<file path="src/rtl/inst_loader.sv">
// Boot loader: unpacks SYNC/CNT/data/CSUM byte frames into 32-bit
// little-endian instruction ROM writes and gates core reset on success.
module inst_loader #(
  parameter int unsigned ADDR_W      = 12,
  parameter logic [7:0]  SYNC_BYTE   = 8'hA5,
  parameter int unsigned TIMEOUT_CYC = 100000
) (
  input  logic              clk,
  input  logic              rst,
  input  logic              in_valid,
  input  logic [7:0]        in_data,
  output logic              in_ready,
  output logic              rom_we,
  output logic [ADDR_W-1:0] rom_waddr,
  output logic [31:0]       rom_wdata,
  output logic              cpu_hold,
  output logic              load_done,
  output logic              load_err
);

  typedef enum logic [2:0] {
    S_IDLE,
    S_LEN0,
    S_LEN1,
    S_DATA,
    S_CSUM,
    S_DONE,
    S_ERR
  } state_e;

  localparam int unsigned   TW       = $clog2(TIMEOUT_CYC + 1);
  localparam logic [16:0]   MAX_CNT  = 17'd1 << ADDR_W;
  localparam logic [TW-1:0] TMO_LAST = TW'(TIMEOUT_CYC - 1);

  state_e            state_q, state_d;
  logic [15:0]       cnt_q, cnt_d;
  logic [ADDR_W-1:0] word_q, word_d;
  logic [1:0]        lane_q, lane_d;
  logic [7:0]        csum_q, csum_d;
  logic [7:0]        b0_q, b0_d;
  logic [7:0]        b1_q, b1_d;
  logic [7:0]        b2_q, b2_d;
  logic [TW-1:0]     tmo_q, tmo_d;
  logic              we_q, we_d;
  logic [ADDR_W-1:0] waddr_q, waddr_d;
  logic [31:0]       wdata_q, wdata_d;

  logic acc;
  logic timed;
  logic last_word;
  logic [15:0] cnt_new;

  // The receiver is never back-pressured; every offered byte is taken.
  assign in_ready = 1'b1;
  assign acc      = in_valid;
  assign timed    = (state_q == S_LEN0) || (state_q == S_LEN1) ||
                    (state_q == S_DATA) || (state_q == S_CSUM);
  assign cnt_new  = {in_data, cnt_q[7:0]};
  assign last_word = (17'(word_q) + 17'd1) == {1'b0, cnt_q};

  // Next-state, datapath and write-strobe generation.
  always_comb begin
    state_d = state_q;
    cnt_d   = cnt_q;
    word_d  = word_q;
    lane_d  = lane_q;
    csum_d  = csum_q;
    b0_d    = b0_q;
    b1_d    = b1_q;
    b2_d    = b2_q;
    we_d    = 1'b0;
    waddr_d = waddr_q;
    wdata_d = wdata_q;
    tmo_d   = (acc || !timed) ? '0 : tmo_q + 1'b1;

    unique case (state_q)
      S_IDLE, S_DONE, S_ERR: begin
        if (acc && in_data == SYNC_BYTE) begin
          state_d = S_LEN0;
          word_d  = '0;
          lane_d  = '0;
          csum_d  = '0;
        end
      end
      S_LEN0: begin
        if (acc) begin
          cnt_d[7:0] = in_data;
          state_d    = S_LEN1;
        end
      end
      S_LEN1: begin
        if (acc) begin
          cnt_d = cnt_new;
          if ({1'b0, cnt_new} > MAX_CNT) state_d = S_ERR;
          else if (cnt_new == '0)        state_d = S_CSUM;
          else                           state_d = S_DATA;
        end
      end
      S_DATA: begin
        if (acc) begin
          csum_d = csum_q + in_data;
          lane_d = lane_q + 2'd1;
          unique case (lane_q)
            2'd0: b0_d = in_data;
            2'd1: b1_d = in_data;
            2'd2: b2_d = in_data;
            default: begin
              we_d    = 1'b1;
              waddr_d = word_q;
              wdata_d = {in_data, b2_q, b1_q, b0_q};
              word_d  = word_q + 1'b1;
              if (last_word) state_d = S_CSUM;
            end
          endcase
        end
      end
      S_CSUM: begin
        if (acc) state_d = (in_data == csum_q) ? S_DONE : S_ERR;
      end
      default: state_d = S_IDLE;
    endcase

    if (timed && !acc && tmo_q == TMO_LAST) state_d = S_ERR;
  end

  // State and datapath registers.
  always_ff @(posedge clk or posedge rst) begin
    if (rst) begin
      state_q <= S_IDLE;
      cnt_q   <= '0;
      word_q  <= '0;
      lane_q  <= '0;
      csum_q  <= '0;
      b0_q    <= '0;
      b1_q    <= '0;
      b2_q    <= '0;
      tmo_q   <= '0;
      we_q    <= 1'b0;
      waddr_q <= '0;
      wdata_q <= '0;
    end else begin
      state_q <= state_d;
      cnt_q   <= cnt_d;
      word_q  <= word_d;
      lane_q  <= lane_d;
      csum_q  <= csum_d;
      b0_q    <= b0_d;
      b1_q    <= b1_d;
      b2_q    <= b2_d;
      tmo_q   <= tmo_d;
      we_q    <= we_d;
      waddr_q <= waddr_d;
      wdata_q <= wdata_d;
    end
  end

  assign rom_we    = we_q;
  assign rom_waddr = waddr_q;
  assign rom_wdata = wdata_q;
  assign cpu_hold  = (state_q != S_DONE);
  assign load_done = (state_q == S_DONE);
  assign load_err  = (state_q == S_ERR);

endmodule
</file>
<file path="config.mk">
export PLATFORM = sky130hd
export DESIGN_NAME = inst_loader
export DESIGN_NICKNAME = d
export VERILOG_FILES = /design/src/rtl/inst_loader.sv
export SDC_FILE = /design/constraint.sdc
export NUM_CORES = 1
export LEC_CHECK = 0
export ABC_AREA = 1
export BUFFER_PORTS_ARGS = -buffer_cell sky130_fd_sc_hd__buf_2
export CORE_MARGIN = 8
export CORE_UTILIZATION = 59
export CTS_CLUSTER_DIAMETER = 60
export DETAILED_ROUTE_END_ITERATION = 10
export PLACE_DENSITY_LB_ADDON = 0.3
export RECOVER_POWER = 50
export SKIP_LAST_GASP = 1
export SLEW_MARGIN = 20
export SYNTH_ARGS = -nofsm -noshare
export SYNTH_HDL_FRONTEND = slang
export SYNTH_SLANG_ARGS = --single-unit
</file>
<file path="constraint.sdc">
create_clock -name clk -period 4.4 [get_ports clk]
set_input_delay 0.44 -clock clk [delete_from_list [all_inputs] [get_ports clk]]
set_output_delay 0.44 -clock clk [all_outputs]
set_load 0.005 [all_outputs]
</file>
# After elaboration in Yosys (flattened, before gate mapping)
# Index checks and enable logic that the tools add are counted.
dict set report totals {
  reg_bits 127
  inputBits 11
  out_inout_bits 49
  wordCells 96
}
dict set report classes {
  addsub 5
  magnitude_cmp 1
  eq_ne 23
  mux 28
  bitwise_logic 2
  n_reduce_logical 24
}
# operator n
set ops {}
lappend ops {{two-way mux 12 bit} 3}
lappend ops {{one-hot mux 8 bit (2 select lines)} 2}
lappend ops {{two-way mux 3 bit} 10}
lappend ops {{two-way mux 8 bit} 3}
lappend ops {{one-hot mux 12 bit (2 select lines)} 1}
lappend ops {{inequality test 3 x 2 -> 1 bit, second input constant} 6}
lappend ops {{AND reduction 3 bit} 6}
lappend ops {{adder 17 x 1 -> 17 bit, second input constant} 1}
lappend ops {{equality test 17 bit, second input constant} 1}
lappend ops {{two-way mux 17 bit} 1}
lappend ops {{equality test 13 x 16 -> 1 bit} 1}
lappend ops {{> comparator 16 x 13 -> 1 bit, second input constant} 1}
lappend ops {{logical NOT 16 bit} 1}
lappend ops {{one-hot mux 3 bit (5 select lines)} 1}
lappend ops {{adder 12 x 1 -> 13 bit, second input constant} 1}
lappend ops {{adder 12 x 1 -> 12 bit, second input constant} 1}
lappend ops {{equality test 3 bit, second input constant} 3}
lappend ops {{adder 8 bit} 1}
lappend ops {{equality test 8 bit} 1}
lappend ops {{equality test 8 bit, second input constant} 1}
lappend ops {{AND reduction 7 bit} 1}
lappend ops {{equality test 3 x 2 -> 1 bit, second input constant} 2}
lappend ops {{two-way mux 2 bit} 3}
lappend ops {{inequality test 2 bit, second input constant} 3}
lappend ops {{17 further kinds} 28}

# Logic depth before layout (Yosys ltp)
# Gate-level depths: netlist of the first run.
dict set report depth {
  word_depth 8
  depth_mapped 17
  ltp_nobuf 17
}

# Worst setup path after synthesis of the first run
# No wires, ideal clock.
dict set report synth_timing {
  path_type {input to register}
  startpoint {input in_data[0]}
  endpoint {register csum_q[6]}
  setup_ns 0.083
  arrival_time_ns 1.822
  setup_slack_ns 2.496
  cell_stages 10
  path_cell_list {ha_1 > fa_1 > a21o_1 > a21oi_1 > nor2_1 > nor2_1 > nor2_1 > o21ai_0 > nand2_1 > o21ai_0}
}
dict set report synth_between {
  elab_chain_len 4
  elab_cells_between_ends 7
}
# item line
set synth_rtl {}
lappend synth_rtl {{from (decl)} 11} ;# input logic [7:0] in_data,
lappend synth_rtl {{branches (longest 4 deep; another with adder 8 bit)} n/a}
lappend synth_rtl {{to (signal assigned)} 146} ;# csum_q <= csum_d;
lappend synth_rtl {{to (decl)} 39} ;# logic [7:0] csum_q, csum_d;
# Parallel ways; which one is timed is not known. The select of a mux whose other input is x is not followed.
# A chain may end at the register's enable or synchronous reset.

# Worst setup path in the final report of the first run
dict set report layout_timing {
  startpoint {register state_q[1]}
  endpoint {register word_q[11]}
}
dict set report layout_between {
  elab_chain_len 4
  elab_cells_between_ends 11
}
# item line
set layout_rtl {}
lappend layout_rtl {{from (decl)} 35} ;# state_e state_q, state_d;
lappend layout_rtl {{from (signal assigned)} 142} ;# state_q <= state_d;
lappend layout_rtl {{equality test 3 bit / logical NOT 3 bit (equally long branches)} 76} ;# unique case (state_q)
lappend layout_rtl {{OR reduction 3 bit} 76}
lappend layout_rtl {{inequality test 2 bit (no line) / nonzero test 2 bit (equally long branches)} n/a}
lappend layout_rtl {{AND reduction 4 bit (no line)} n/a}
lappend layout_rtl {{to (signal assigned)} 144} ;# word_q <= word_d;
lappend layout_rtl {{to (decl)} 37} ;# logic [ADDR_W-1:0] word_q, word_d;
# Several ways; a longest one is shown, not always the timed one.

==> impl_table.tex, run 1 <==
\begin{tabular}{lr}
\hline
Metric & Value \\
\hline
\multicolumn{2}{l}{\textbf{Timing}} \\
\quad Setup repair after global routing missed its margin & false \\
\quad Final cycle utilization of the critical path & 0.525 \\
\quad Total of endpoints with negative setup slack in the final report & 0 \\
\quad Final number of max-transition violations & 67 \\
\quad Maximum achievable frequency & 433 MHz \\
\quad Worst clock skew & 0.00752 ns \\
\quad Final hold violation count & 0 \\
\quad Relative max-transition margin & -0.903 \\
\quad Final critical-path required period & 2.31 ns \\
\quad Setup total negative slack & 0 ns \\
\quad Transition at the pin with the smallest max-transition slack & 2.84 ns \\
\multicolumn{2}{l}{\textbf{Power and ir drop}} \\
\quad Part of the total power dissipated in combinational logic & 0.324 \\
\quad Leakage power of the design & 3.60 nW \\
\quad Seq pwr share & 0.403 \\
\quad Worst vdd rail ir drop & 0.000500 V \\
\quad Switching portion of total power & 0.372 \\
\quad Net switching power & 1.82 mW \\
\quad Cell-internal power & 3.08 mW \\
\quad Total power density per cell area & 713 nW/um\^{}2 \\
\quad Fraction of power consumed by the clock network & 0.273 \\
\multicolumn{2}{l}{\textbf{Floorplanning}} \\
\quad Die height & 116 microns \\
\quad Starting utilization of the core area & 0.607 \\
\quad Die width & 116 microns \\
\quad Area of the core & 9770 sq um \\
\quad Ports & 60 \\
\quad Row count & 36 \\
\quad Total Die Area & 13500 sq um \\
\multicolumn{2}{l}{\textbf{Outcome}} \\
\quad Run status & finished, violations left \\
\quad Failing checks & max-capacitance violations, max-slew violations \\
\multicolumn{2}{l}{\textbf{Worst hold path}} \\
\quad Endpoint with the worst hold slack & tmo\_q[8] \\
\quad Worst hold path class & in -> reg \\
\quad Cell count of the worst hold path & 4 \\
\quad Hold path startpoint & in\_valid \\
\multicolumn{2}{l}{\textbf{Placement}} \\
\quad Number of buffers added on ports & 58 \\
\quad HPWL after DPL & 9.30 mm \\
\quad Final estimated routing congestion in global placement & 0.854 \\
\multicolumn{2}{l}{\textbf{Clocking}} \\
\quad Clock tree from TritonCTS & built \\
\quad Cell chosen for the clock root & sky130\_fd\_sc\_hd\_\_clkbuf\_8 \\
\quad CTS HTree Levels & 4 \\
\quad Clock buffers created by TritonCTS & 17 \\
\quad Post-CTS Resized & 0 \\
\quad Longest Clk Path Bufs & 2 \\
\quad Number of hold-repair buffers added at the cts stage & 0 \\
\quad Post-CTS setup repair buffer count & 0 \\
\quad Clk pin slew, worst setup/hold paths & 0.06 ns \\
\quad Skew-Pair Late Insertion Delay & 0.52 ns \\
\quad Number of sinks driven by the clock tree & 127 \\
\multicolumn{2}{l}{\textbf{Worst setup path}} \\
\quad Sum of buffers and inverters on the critical path & 2 \\
\quad Peak fanout along the critical path & 31 \\
\quad Nature of the critical path startpoint & register \\
\quad Reg-to-reg slack, setup & 2.09 ns \\
\quad Max incr delay on CP & 0.52 ns \\
\quad Cell with the largest stage delay on the worst path & sky130\_fd\_sc\_hd\_\_inv\_2 \\
\quad Critical path class & reg -> reg \\
\quad Endpoint of the worst-slack reg-to-reg timing path & word\_q[11] \\
\quad Endpoint kind of the worst setup timing path & register \\
\quad Arrival time of data at the critical path endpoint & 2.74 ns \\
\quad Required @ worst endpoint & 4.83 ns \\
\quad Depth of the worst register-to-register path & 8 \\
\quad Cell family with the largest share of critical-path delay & simple AND/OR/NAND/NOR gates \\
\quad Worst reg2reg path startpoint & state\_q[1] \\
\quad Series of cell instances along the critical path & nand2\_1 -> nor2\_1 -> inv\_1 -> nor2\_4 -> nand2\_2 -> inv\_2 -> nand3\_1 -> o21ai\_0 \\
\multicolumn{2}{l}{\textbf{Route}} \\
\quad Detailed Route Iter0 Violations & 447 \\
\quad Initial DRT Pass Iterations & 5 \\
\quad Average routed wire per standard cell & 15.1 microns \\
\quad Post-Route WL & 13.9 mm \\
\quad Vias per std cell & 5.52 \\
\quad Number of DRC violations after detailed routing & 0 \\
\quad Total number of vias & 5081 \\
\quad ANT nets after route & 0 \\
\multicolumn{2}{l}{\textbf{Synthesis}} \\
\quad Mapped Avg Cell Area & 8.31 sq um \\
\quad Yosys top cell by area & sky130\_fd\_sc\_hd\_\_dfrtp\_1 \\
\quad Most numerous cell types in the synthesized netlist & 245 x sky130\_fd\_sc\_hd\_\_nand2\_1, 127 x sky130\_fd\_sc\_hd\_\_dfrtp\_1, 80 x sky130\_fd\_sc\_hd\_\_o21ai\_0 \\
\quad Async set or reset register ratio after synthesis & 1.00 \\
\quad Count leader, synth & sky130\_fd\_sc\_hd\_\_nand2\_1 \\
\quad Share of the yosys chip area belonging to registers & 0.536 \\
\quad Syn\_nets & 739 \\
\quad Yosys reg bits & 127 \\
\quad Number of synthesized flops with an enable pin & 0 \\
\quad Synth unique cells & 35 \\
\quad Top\_reg\_cell synth & sky130\_fd\_sc\_hd\_\_dfrtp\_1 \\
\quad Post-synth top area share & 0.536 \\
\quad Synthesized netlist cell count & 714 \\
\quad Cell area after technology mapping & 5930 sq um \\
\quad Synth area leaders & sky130\_fd\_sc\_hd\_\_dfrtp\_1 54\%, sky130\_fd\_sc\_hd\_\_nand2\_1 15\%, sky130\_fd\_sc\_hd\_\_o21ai\_0 6.7\%, sky130\_fd\_sc\_hd\_\_inv\_1 4.4\%, sky130\_fd\_sc\_hd\_\_nand3\_1 2.8\% \\
\quad Warnings from Yosys & 0 \\
\multicolumn{2}{l}{\textbf{Cells and area}} \\
\quad Count of nets after finishing & 800 \\
\quad Area overhead of the layout relative to synthesis & 15.8\% \\
\quad Core occupancy in the finished layout & 0.703 \\
\quad Count of filler cells inserted in the layout & 771 \\
\quad Share of cells above drive strength 1 & 0.127 \\
\quad Final antenna diode count & 0 \\
\multicolumn{2}{l}{\textbf{GRT}} \\
\quad Number of global-route vias before repair & 4932 \\
\quad Congestion Overflow GR & 0 \\
\quad Antenna violations before repair & 0 \\
\quad Aggregate global-route resource usage & 0.217 \\
\quad Largest net degree at the start of global routing & 67 \\
\quad First-pass GRT wire length & 23.0 mm \\
\multicolumn{2}{l}{\textbf{Run}} \\
\quad Number of maximum-capacitance constraint violations & 1 \\
\hline
\end{tabular}
[sequential cells by signal (all words and copies together) (netlist names), 12 cells and up]
register,flops
word_q,12
cnt_q,16
rom_wdata,32
tmo_q,17
rom_waddr,12
[metal layers]
layer,wire (microns),global-route usage
met1,5770,0.260
met2,6840,0.363
met3,1020,0.0672
met4,247,0.0761
met5,0,0
[placed cells by master (no fill, tap or decap), types with 10 or more instances in the layout]
master,synthesis,routed
sky130_fd_sc_hd__clkbuf_1,6,13
sky130_fd_sc_hd__o21ai_0,80,80
sky130_fd_sc_hd__inv_1,69,68
sky130_fd_sc_hd__a21oi_1,17,17
sky130_fd_sc_hd__nor3_1,10,10
sky130_fd_sc_hd__nand2_1,245,244
sky130_fd_sc_hd__nand3_1,33,33
sky130_fd_sc_hd__dfrtp_1,127,127
sky130_fd_sc_hd__clkbuf_16,0,16
sky130_fd_sc_hd__buf_2,8,47
sky130_fd_sc_hd__nor2_1,42,42
sky130_fd_sc_hd__ha_1,13,13
[power by group through the flow]
stage / Sequential (mW) / Clock (mW) / Combinational [mW]
2_1_floorplan: 1.92 / 0 / 1.11
3_3_place_gp: 1.95 / 0 / 1.50
3_5_place_dp: 1.97 / 0 / 1.57
4_1_cts: 1.97 / 1.35 / 1.61
5_1_grt: 2.03 / 1.42 / 1.81
6_report: 1.98 / 1.34 / 1.59
[worst min-delay path, delay by kind of cell]
kind / cells / cell delay, ns
buffers and inverters: 1 / 0.14
AND/OR/NAND/NOR: 3 / 0.22
[worst max path at each step]
stage	from	to	slack [ns]	depth (start not counted)
finish	state_q[1]	word_q[11]	2.09	8
global route	rst	rom_wdata[14]	1.81	3
CTS	state_q[1]	word_q[11]	2.06	8
detailed placement	state_q[1]	word_q[3]	2.11	7
global placement	state_q[1]	word_q[11]	2.23	8
floorplan	rst	b0_q[0]	0.58	1
[logic make-up (layout without fill, tap and decap cells)]
family          after synthesis  count (layout)  synth area share
flops                       127             127             0.536
other cells                   1               1          0.000632
fa+ha+maj                    14              14            0.0308
compound gates              118             118             0.108
xor+xnor                      5               5           0.00970
buf+inv                      91             165            0.0630
simple gates                358             358             0.253
[per-stage QoR]
stage / area (sq um) / std cells / hold slack (ns) / total power, mW / worst slack, ns
3_3_place_gp: 6310 / 889 / 0.451 / 3.45 / 2.23
3_5_place_dp: 6310 / 889 / 0.459 / 3.55 / 2.11
5_1_grt: 6870 / 921 / 0.312 / 5.27 / 1.81
4_1_cts: 6890 / 921 / 0.105 / 4.92 / 2.06
6_report: 6870 / 921 / 0.318 / 4.90 / 2.09
2_1_floorplan: 5930 / 714 / 0.433 / 3.03 / 0.576
[final cells by class]
cell class                      instances  area, sq um  area share
Multi-Input combinational cell        496         2380       0.347
Tap cell                              133          166      0.0242
Clock buffer                           20          435      0.0633
Timing Repair Buffer                   61          299      0.0435
Inverter                               72          272      0.0395
Clock inverter                         12          139      0.0202
Sequential cell                       127         3180       0.462
Power figures use the tool's default switching activity.
==> run 2, diff against run 1 <==
--- a/config.mk
+++ b/config.mk
@@ -5,10 +5,10 @@
 export SDC_FILE = /design/constraint.sdc
 export NUM_CORES = 1
 export LEC_CHECK = 0
-export ABC_AREA = 1
+export ABC_AREA = 0
 export BUFFER_PORTS_ARGS = -buffer_cell sky130_fd_sc_hd__buf_2
 export CORE_MARGIN = 8
-export CORE_UTILIZATION = 59
+export CORE_UTILIZATION = 53
 export CTS_CLUSTER_DIAMETER = 60
 export DETAILED_ROUTE_END_ITERATION = 10
 export PLACE_DENSITY_LB_ADDON = 0.3
==> constraint.sdc (replaced) <==
create_clock -name clk -period 2.11 [get_ports clk]
set_input_delay 0.211 -clock clk [delete_from_list [all_inputs] [get_ports clk]]
set_output_delay 0.211 -clock clk [all_outputs]
set_load 0.005 [all_outputs]
==> run 2 against run 1 <==
Against the previous run: the flow now finishes without violations; routed wire length grew 5.1%; flip-flop and latch count is the same; fmax up 9.8%; die area increased by 13%; critical path depth increased by 1; design area increased by 8.8%; area after synthesis rose by 3.2%; sequential power is 90% higher; cell count fell by 9.3%; critical path type unchanged; largest cell class unchanged.
==> impl_table.tex, run 2 <==
\begin{tabular}{lr}
\hline
Metric & Value \\
\hline
\multicolumn{2}{l}{\textbf{Floorplanning}} \\
\quad Row count & 39 (+8.3\%) \\
\quad Die width & 123 microns (+6.2\%) \\
\quad Total Die Area & 15200 sq um (+13\%) \\
\quad Starting utilization of the core area & 0.538 (-0.0687) \\
\quad Area of the core & 11400 sq um (+16\%) \\
\quad Die height & 123 microns (+6.2\%) \\
\quad Ports & 60 (unchanged) \\
\multicolumn{2}{l}{\textbf{Worst setup path}} \\
\quad Critical Path Most Common Cell & sky130\_fd\_sc\_hd\_\_buf\_4 \\
\quad Nature of the critical path startpoint & register \\
\quad Endpoint kind of the worst setup timing path & register \\
\quad Max incr delay on CP & 0.44 ns (-0.08 ns) \\
\quad Cell with the largest stage delay on the worst path & sky130\_fd\_sc\_hd\_\_dfrtp\_2 \\
\quad Peak fanout along the critical path & 5 (-84\%) \\
\quad Required @ worst endpoint & 2.41 ns (-2.42 ns) \\
\quad Arrival time of data at the critical path endpoint & 2.40 ns (-0.34 ns) \\
\quad Series of cell instances along the critical path & buf\_4 -> nand4\_4 -> nor2\_1 -> or3\_1 -> a31oi\_2 -> o2111ai\_2 -> buf\_4 -> nor3\_1 -> a21oi\_1 \\
\quad Critical path class & reg -> reg \\
\multicolumn{2}{l}{\textbf{Power and ir drop}} \\
\quad Power, Total & 9.44 mW (+93\%) \\
\quad Worst vdd rail ir drop & 0.000860 V (+72\%) \\
\quad Part of the total power dissipated in combinational logic & 0.317 (-0.007) \\
\quad Leakage power of the design & 3.51 nW (-2.5\%) \\
\quad Cell-internal power & 6.40 mW (+110\%) \\
\quad Net switching power & 3.04 mW (+67\%) \\
\quad Seq pwr share & 0.398 (-0.005) \\
\quad Fraction of power consumed by the clock network & 0.285 (+0.012) \\
\quad Switching portion of total power & 0.322 (-0.0497) \\
\quad Total power density per cell area & 1260 nW/um\^{}2 (+77\%) \\
\multicolumn{2}{l}{\textbf{Route}} \\
\quad Initial DRT Pass Iterations & 4 (-1) \\
\quad Detailed Route Iter0 Violations & 402 (-10\%) \\
\quad Number of DRC violations after detailed routing & 0 (unchanged) \\
\quad Vias per std cell & 5.59 (+1.4\%) \\
\quad Average routed wire per standard cell & 17.5 microns (+16\%) \\
\quad Total number of vias & 4671 (-8.1\%) \\
\quad ANT nets after route & 0 (unchanged) \\
\quad Post-Route WL & 14.6 mm (+5.1\%) \\
\multicolumn{2}{l}{\textbf{Timing}} \\
\quad Worst clock skew & 0.00696 ns (-0.000566 ns) \\
\quad Worst path setup slack after routing & 0.00870 ns (-2.08 ns) \\
\quad Final hold violation count & 0 (unchanged) \\
\quad Final cycle utilization of the critical path & 0.996 (+0.471) \\
\quad Final number of max-transition violations & 0 (-100\%) \\
\quad Total of endpoints with negative setup slack in the final report & 0 (unchanged) \\
\quad Transition at the pin with the smallest max-transition slack & 1.15 ns (-1.69 ns) \\
\quad Maximum achievable frequency & 476 MHz (+9.8\%) \\
\quad Final critical-path required period & 2.10 ns (-0.207 ns) \\
\quad Setup repair after global routing missed its margin & true \\
\quad Relative max-transition margin & 0.227 (+1.13) \\
\multicolumn{2}{l}{\textbf{Synthesis}} \\
\quad Share of the yosys chip area belonging to registers & 0.519 (-0.0164) \\
\quad Mapped Avg Cell Area & 10.6 sq um (+28\%) \\
\quad Synth area leaders & sky130\_fd\_sc\_hd\_\_dfrtp\_1 52\%, sky130\_fd\_sc\_hd\_\_mux2\_2 11\%, sky130\_fd\_sc\_hd\_\_nand2\_1 7.0\%, sky130\_fd\_sc\_hd\_\_xnor2\_1 3.4\%, sky130\_fd\_sc\_hd\_\_ha\_1 2.7\% \\
\quad Async set or reset register ratio after synthesis & 1.00 (unchanged) \\
\quad Synth unique cells & 63 (+80\%) \\
\quad Syn\_nets & 600 (-19\%) \\
\quad Post-synth top area share & 0.519 (-0.0164) \\
\quad Yosys top cell by area & sky130\_fd\_sc\_hd\_\_dfrtp\_1 \\
\quad Count leader, synth & sky130\_fd\_sc\_hd\_\_dfrtp\_1 \\
\quad Synthesized netlist cell count & 575 (-19\%) \\
\quad Most numerous cell types in the synthesized netlist & 127 x sky130\_fd\_sc\_hd\_\_dfrtp\_1, 114 x sky130\_fd\_sc\_hd\_\_nand2\_1, 61 x sky130\_fd\_sc\_hd\_\_mux2\_2 \\
\quad Warnings from Yosys & 0 (unchanged) \\
\quad Number of synthesized flops with an enable pin & 0 (unchanged) \\
\quad Top\_reg\_cell synth & sky130\_fd\_sc\_hd\_\_dfrtp\_1 \\
\quad Cell area after technology mapping & 6120 sq um (+3.2\%) \\
\quad Yosys reg bits & 127 (unchanged) \\
\multicolumn{2}{l}{\textbf{Placement}} \\
\quad Place WS & -0.0567 ns (-2.17 ns) \\
\quad Number of buffers added on ports & 58 (unchanged) \\
\quad Number of instances in the placed design & 800 (-10\%) \\
\quad HPWL after DPL & 10.4 mm (+12\%) \\
\quad Final estimated routing congestion in global placement & 0.877 (+2.6\%) \\
\multicolumn{2}{l}{\textbf{Cells and area}} \\
\quad Commonest non-fill, non-tap cells in the layout & 123 x sky130\_fd\_sc\_hd\_\_dfrtp\_1, 113 x sky130\_fd\_sc\_hd\_\_nand2\_1, 61 x sky130\_fd\_sc\_hd\_\_mux2\_2 \\
\quad Final antenna diode count & 0 (unchanged) \\
\quad Count of nets after finishing & 706 (-12\%) \\
\quad Flip-flop and latch area & 3180 sq um (+0.16\%) \\
\quad Max FFs per register & 32 (unchanged) \\
\quad Non-filler instance count after layout & 835 (-9.3\%) \\
\quad Count of filler cells inserted in the layout & 905 (+17\%) \\
\quad Area overhead of the layout relative to synthesis & 22.2\% \\
\quad Area occupied by multi-input gates & 2850 sq um (+20\%) \\
\quad Most frequent standard cell in the layout excluding fill and tap cells & sky130\_fd\_sc\_hd\_\_dfrtp\_1 \\
\quad Share of cells above drive strength 1 & 0.286 (+0.159) \\
\quad Core occupancy in the finished layout & 0.658 (-0.0455) \\
\multicolumn{2}{l}{\textbf{Clocking}} \\
\quad Clock tree from TritonCTS & built \\
\quad Cell chosen for the clock root & sky130\_fd\_sc\_hd\_\_clkbuf\_16 \\
\quad Skew-Pair Late Insertion Delay & 0.42 ns (-0.10 ns) \\
\quad Longest Clk Path Bufs & 2 (unchanged) \\
\quad Clock buffers created by TritonCTS & 17 (unchanged) \\
\quad Number of sinks driven by the clock tree & 127 (unchanged) \\
\quad CTS HTree Levels & 4 (unchanged) \\
\quad Clk pin slew, worst setup/hold paths & 0.06 ns (about the same) \\
\multicolumn{2}{l}{\textbf{GRT}} \\
\quad Congestion Overflow GR & 0 (unchanged) \\
\quad Antenna violations before repair & 0 (unchanged) \\
\quad Aggregate global-route resource usage & 0.206 (-0.0111) \\
\quad Largest net degree at the start of global routing & 63 (-6.0\%) \\
\quad Number of global-route vias before repair & 4778 (-3.1\%) \\
\quad First-pass GRT wire length & 24.2 mm (+5.3\%) \\
\multicolumn{2}{l}{\textbf{Outcome}} \\
\quad Run status & completed \\
\multicolumn{2}{l}{\textbf{Run}} \\
\quad Number of maximum-capacitance constraint violations & 0 (-1) \\
\multicolumn{2}{l}{\textbf{Worst hold path}} \\
\quad Worst hold path class & in -> reg \\
\hline
\end{tabular}
## run 2: changes by cell type after synthesis, sizes merged, moves of 8 or more
cell,previous run,this run
o22ai,9,1
o21ai,80,26
inv,72,9
nand2,248,114
nand3,33,15
o31ai,0,9
nor2,51,28
or3,0,8
xor2,3,14
clkbuf,6,18
mux2,0,61
xnor2,1,24
## run 2: logic make-up (layout without fill, tap and decap cells)
group                      Yosys count  in the layout  synth area share
and+or+nand+nor                    217            217             0.170
xor gates and xnor gates            38             38            0.0544
AOI/OAI and AO/OA                   80             80            0.0850
other                                1              1          0.000613
adders and majority gates           14             14            0.0298
muxes                               61             61             0.112
DFF                                127            127             0.519
buffers and inverters               37            154            0.0290
## run 2: layout make-up
cell class,count,share of cell area
Tap cell,143,0.0239
Inverter,10,0.00519
Sequential cell,127,0.426
Clock buffer,24,0.0631
Multi-Input combinational cell,411,0.382
Clock inverter,6,0.00853
Timing Repair Buffer,114,0.0920
## run 2: repair_timing
item	CTS	global route
gates resized for setup	7	11
pin swaps	3	5
buffers inserted	4	0
hold endpoints to repair	23	0
hold buffers	1	0
endpoints found under the setup margin	2	5
## run 2: path summary, 6_finish.rpt
check | start | to | slack [ns] | depth (start not counted)
worst max-delay path | word_q[1] | state_q[0] | 0.009 | 9
worst min-delay path | in_data[3] | b0_q[3] | 0.13 | 2
worst max register to register | word_q[1] | state_q[0] | 0.009 | 9
worst min register to register | b2_q[4] | rom_wdata[20] | 0.46 | 2
max in group asynchronous | rst | rom_waddr[7] | 0.36 | 4
min in group asynchronous | rst | rom_we | 0.57 | 3
## run 2: routing by layer
| layer | GRT usage | vias up | share of wire |
|---|---|---|---|
| met4 | 0.0767 | 0 | 0.017 |
| met2 | 0.330 | 97 | 0.49 |
| met1 | 0.267 | 2336 | 0.45 |
| li1 | - | 2219 | - |
| met3 | 0.0493 | 19 | 0.042 |
| met5 | 0 | - | 0 |
## run 2: power groups by stage
| stage | clock network, mW | registers [mW] | logic (mW) |
|---|---|---|---|
| 6_report | 2.69 | 3.76 | 2.99 |
| 5_1_grt | 2.83 | 3.87 | 3.31 |
| 4_1_cts | 2.73 | 3.75 | 2.99 |
| 3_5_place_dp | 0 | 3.78 | 2.90 |
| 3_3_place_gp | 0 | 3.73 | 2.79 |
| 2_1_floorplan | 0 | 3.64 | 2.05 |
## run 2: worst max-delay path: cells and delay by family (launching register included)
family	cells	cell delay, ns
flops	1	0.44
compound gates	3	0.53
simple gates	4	0.68
buf+inv	2	0.34
## run 2: metrics by stage
step / cell area (sq um) / setup TNS, ns / hold slack (ns)
after global routing: 7480 / -0.228 / 0.121
after floorplan: 6150 / 0 / 0.362
after CTS: 7490 / 0 / 0.107
after detailed placement: 6890 / -0.0851 / 0.304
after global placement: 6890 / -0.00938 / 0.283
final: 7480 / 0 / 0.125
==> run 3, diff against run 2 <==
--- a/config.mk
+++ b/config.mk
@@ -7,7 +7,7 @@
 export LEC_CHECK = 0
 export ABC_AREA = 0
 export BUFFER_PORTS_ARGS = -buffer_cell sky130_fd_sc_hd__buf_2
-export CORE_MARGIN = 8
+export CORE_MARGIN = 1
 export CORE_UTILIZATION = 53
 export CTS_CLUSTER_DIAMETER = 60
 export DETAILED_ROUTE_END_ITERATION = 10
==> run 3 against run 2 <==
Against the previous run: the run now ends with max-capacitance violations, max-slew violations left; worst setup slack improved by 0.0010 ns; routed wire length decreased by 5.8%; critical path depth decreased by 2; sequential share of layout area increased by 0.20 points; first-iteration DRC count decreased by 27%; worst hold slack improved by 0.011 ns; critical endpoint is now state_q[1]; highest routed layer unchanged.
==> impl_table.tex, run 3 (synthesis results as in run 2) <==
\begin{tabular}{lr}
\hline
Metric & Value \\
\hline
\multicolumn{2}{l}{\textbf{Timing}} \\
\quad Relative max-transition margin & -0.126 (-0.353) \\
\quad Worst clock skew & 0.00889 ns (+0.00193 ns) \\
\quad Setup total negative slack & 0 ns (unchanged) \\
\quad Final critical-path required period & 2.10 ns (-0.00102 ns) \\
\quad Transition at the pin with the smallest max-transition slack & 1.69 ns (+0.536 ns) \\
\quad Final cycle utilization of the critical path & 0.995 (about the same) \\
\quad Final number of max-transition violations & 128 (+128) \\
\quad Worst hold slack & 0.136 ns (+0.0107 ns) \\
\quad Maximum achievable frequency & 476 MHz (about the same) \\
\quad Worst path setup slack after routing & 0.00971 ns (+0.00102 ns) \\
\quad Final hold violation count & 0 (unchanged) \\
\quad Setup repair after global routing missed its margin & true \\
\quad Total of endpoints with negative setup slack in the final report & 0 (unchanged) \\
\multicolumn{2}{l}{\textbf{GRT}} \\
\quad Most crowded layer after global routing & met2 \\
\quad Met1 routing resource usage after global routing & 0.330 (+0.0625) \\
\quad Met3 usage in global routing & 0.0587 (+0.00937) \\
\quad Largest net degree at the start of global routing & 128 (+100\%) \\
\quad Met2 demand-to-capacity share in global routing & 0.405 (+0.0749) \\
\quad First-pass GRT wire length & 22.6 mm (-6.6\%) \\
\quad Number of global-route vias before repair & 4614 (-3.4\%) \\
\quad Antenna violations before repair & 0 (unchanged) \\
\quad Aggregate global-route resource usage & 0.249 (+0.0434) \\
\quad Congestion Overflow GR & 0 (unchanged) \\
\multicolumn{2}{l}{\textbf{Worst setup path}} \\
\quad Series of cell instances along the critical path & buf\_4 -> nand4\_4 -> nor3\_2 -> xnor2\_1 -> or4\_4 -> o31ai\_4 -> o211ai\_1 \\
\quad Endpoint kind of the worst setup timing path & register \\
\quad Worst Setup SP & word\_q[1] \\
\quad Critical path destination & state\_q[1] \\
\quad Required @ worst endpoint & 2.40 ns (about the same) \\
\quad Worst reg2reg path startpoint & word\_q[1] \\
\quad Max incr delay on CP & 0.55 ns (+0.11 ns) \\
\quad Arrival time of data at the critical path endpoint & 2.39 ns (about the same) \\
\quad Depth of the worst register-to-register path & 7 (-2) \\
\quad Endpoint of the worst-slack reg-to-reg timing path & state\_q[1] \\
\quad Cell with the largest stage delay on the worst path & sky130\_fd\_sc\_hd\_\_or4\_4 \\
\quad Critical path class & reg -> reg \\
\quad Nature of the critical path startpoint & register \\
\quad Reg-to-reg slack, setup & 0.01 ns (about the same) \\
\quad Peak fanout along the critical path & 3 (-2) \\
\multicolumn{2}{l}{\textbf{Clocking}} \\
\quad Clk pin slew, worst setup/hold paths & 0.06 ns (about the same) \\
\quad Cell chosen for the clock root & sky130\_fd\_sc\_hd\_\_clkbuf\_16 \\
\quad Skew-Pair Late Insertion Delay & 0.42 ns (about the same) \\
\quad Number of hold-repair buffers added at the cts stage & 0 (-1) \\
\quad Clock buffers created by TritonCTS & 17 (unchanged) \\
\quad Longest Clk Path Bufs & 2 (unchanged) \\
\quad Clock tree from TritonCTS & built \\
\quad CTS HTree Levels & 4 (unchanged) \\
\quad Number of sinks driven by the clock tree & 127 (unchanged) \\
\multicolumn{2}{l}{\textbf{Route}} \\
\quad Vias per std cell & 5.61 (+0.28\%) \\
\quad Number of DRC violations after detailed routing & 0 (unchanged) \\
\quad Initial DRT Pass Iterations & 4 (unchanged) \\
\quad Average routed wire per standard cell & 16.7 microns (-4.3\%) \\
\quad ANT nets after route & 0 (unchanged) \\
\quad Total number of vias & 4611 (-1.3\%) \\
\quad Post-Route WL & 13.7 mm (-5.8\%) \\
\quad Detailed Route Iter0 Violations & 295 (-27\%) \\
\multicolumn{2}{l}{\textbf{Floorplanning}} \\
\quad Die height & 109 microns (-11\%) \\
\quad Starting utilization of the core area & 0.555 (+0.0166) \\
\quad Area of the core & 11000 sq um (-3.0\%) \\
\quad Row count & 38 (-2.6\%) \\
\quad Total Die Area & 12000 sq um (-21\%) \\
\quad Die width & 109 microns (-11\%) \\
\quad Ports & 60 (unchanged) \\
\multicolumn{2}{l}{\textbf{Placement}} \\
\quad Final estimated routing congestion in global placement & 0.907 (+3.4\%) \\
\quad Number of buffers added on ports & 58 (unchanged) \\
\quad Place WS & -0.00445 ns (+0.0523 ns) \\
\quad HPWL after DPL & 9.34 mm (-10\%) \\
\multicolumn{2}{l}{\textbf{Power and ir drop}} \\
\quad Total power density per cell area & 1280 nW/um\^{}2 (+1.3\%) \\
\quad Leakage power of the design & 3.52 nW (+0.24\%) \\
\quad Worst vdd rail ir drop & 0.000871 V (+1.2\%) \\
\multicolumn{2}{l}{\textbf{Cells and area}} \\
\quad Area overhead of the layout relative to synthesis & 21.6\% \\
\quad Count of nets after finishing & 694 (-1.7\%) \\
\quad Share of cells above drive strength 1 & 0.317 (+0.0306) \\
\quad Max FFs per register & 32 (unchanged) \\
\quad Commonest non-fill, non-tap cells in the layout & 122 x sky130\_fd\_sc\_hd\_\_dfrtp\_1, 113 x sky130\_fd\_sc\_hd\_\_nand2\_1, 61 x sky130\_fd\_sc\_hd\_\_mux2\_2 \\
\quad Most frequent standard cell in the layout excluding fill and tap cells & sky130\_fd\_sc\_hd\_\_dfrtp\_1 \\
\quad Count of filler cells inserted in the layout & 850 (-6.1\%) \\
\quad Area occupied by multi-input gates & 2850 sq um (unchanged) \\
\quad Flip-flop and latch area & 3180 sq um (about the same) \\
\quad Final antenna diode count & 0 (unchanged) \\
\multicolumn{2}{l}{\textbf{Worst hold path}} \\
\quad Worst hold path class & in -> reg \\
\multicolumn{2}{l}{\textbf{Outcome}} \\
\quad Run status & finished, violations left \\
\quad Failing checks & max-capacitance violations, max-slew violations \\
\multicolumn{2}{l}{\textbf{Run}} \\
\quad Number of maximum-capacitance constraint violations & 1 (+1) \\
\hline
\end{tabular}
-- run 3: cell count changes in the layout (fill, tap and decap cells not counted), moves of 3 or more --
| cell | change |
|---|---|
| sky130_fd_sc_hd__buf_2 | +17 |
| sky130_fd_sc_hd__buf_4 | -10 |
| sky130_fd_sc_hd__clkbuf_1 | -21 |
| sky130_fd_sc_hd__inv_6 | +3 |
-- run 3: how the worst min path moves through the flow --
| stage | depth (start not counted) | start | endpoint | slack [ns] |
|---|---|---|---|---|
| 2_1_floorplan | 1 | in_data[1] | b0_q[1] | 0.36 |
| 3_3_place_gp | 2 | b1_q[7] | rom_wdata[15] | 0.45 |
| 3_5_place_dp | 2 | b2_q[1] | rom_wdata[17] | 0.45 |
| 4_1_cts | 3 | rst | tmo_q[11] | 0.02 |
| 5_1_grt | 2 | in_data[3] | b2_q[3] | 0.14 |
| 6_report | 2 | in_data[3] | rom_wdata[27] | 0.14 |
-- run 3: worst max-delay path, delay by kind of cell, from the launching register on --
kind            cells  cell delay, ns
xor+xnor            1            0.11
flops               1            0.41
buf+inv             1            0.14
compound gates      2            0.41
simple gates        3            0.91
-- run 3: metrics by stage --
| step | instance area, sq um | utilization | cells | total power, mW |
|---|---|---|---|---|
| 6_report | 7450 | 0.675 | 822 | 9.52 |
| 4_1_cts | 7410 | 0.672 | 820 | 9.48 |
| 5_1_grt | 7450 | 0.675 | 822 | 10.1 |
| 3_5_place_dp | 6810 | 0.617 | 787 | 6.60 |
| 3_3_place_gp | 6810 | 0.617 | 787 | 6.44 |
| 2_1_floorplan | 6150 | - | 575 | 5.69 |
-- run 3: layout make-up --
cell class	count	area share
Sequential cell	127	0.428
Multi-Input combinational cell	411	0.383
Timing Repair Buffer	102	0.0835
Clock buffer	18	0.0590
Tap cell	140	0.0235
Clock inverter	14	0.0180
Inverter	10	0.00521
-- run 3: what timing repair did --
item,in CTS,in global routing
setup endpoints to repair,2,14
setup buffers,1,2
pin swaps,3,5
resized for setup,5,14
-- run 3: report_power, final --
group / total (mW) / internal [mW] / switching [mW]
Sequential: 3.75 / 3.18 / 0.577
Combinational: 2.97 / 1.56 / 1.41
Clock: 2.80 / 1.67 / 1.14
Total: 9.52 / 6.40 / 3.12
-- run 3: metal layers --
layer / routed length [microns] / vias up
li1: - / 2190
met1: 6180 / 2302
met2: 6860 / 105
met3: 542 / 14
met4: 142 / 0
met5: 0 / -
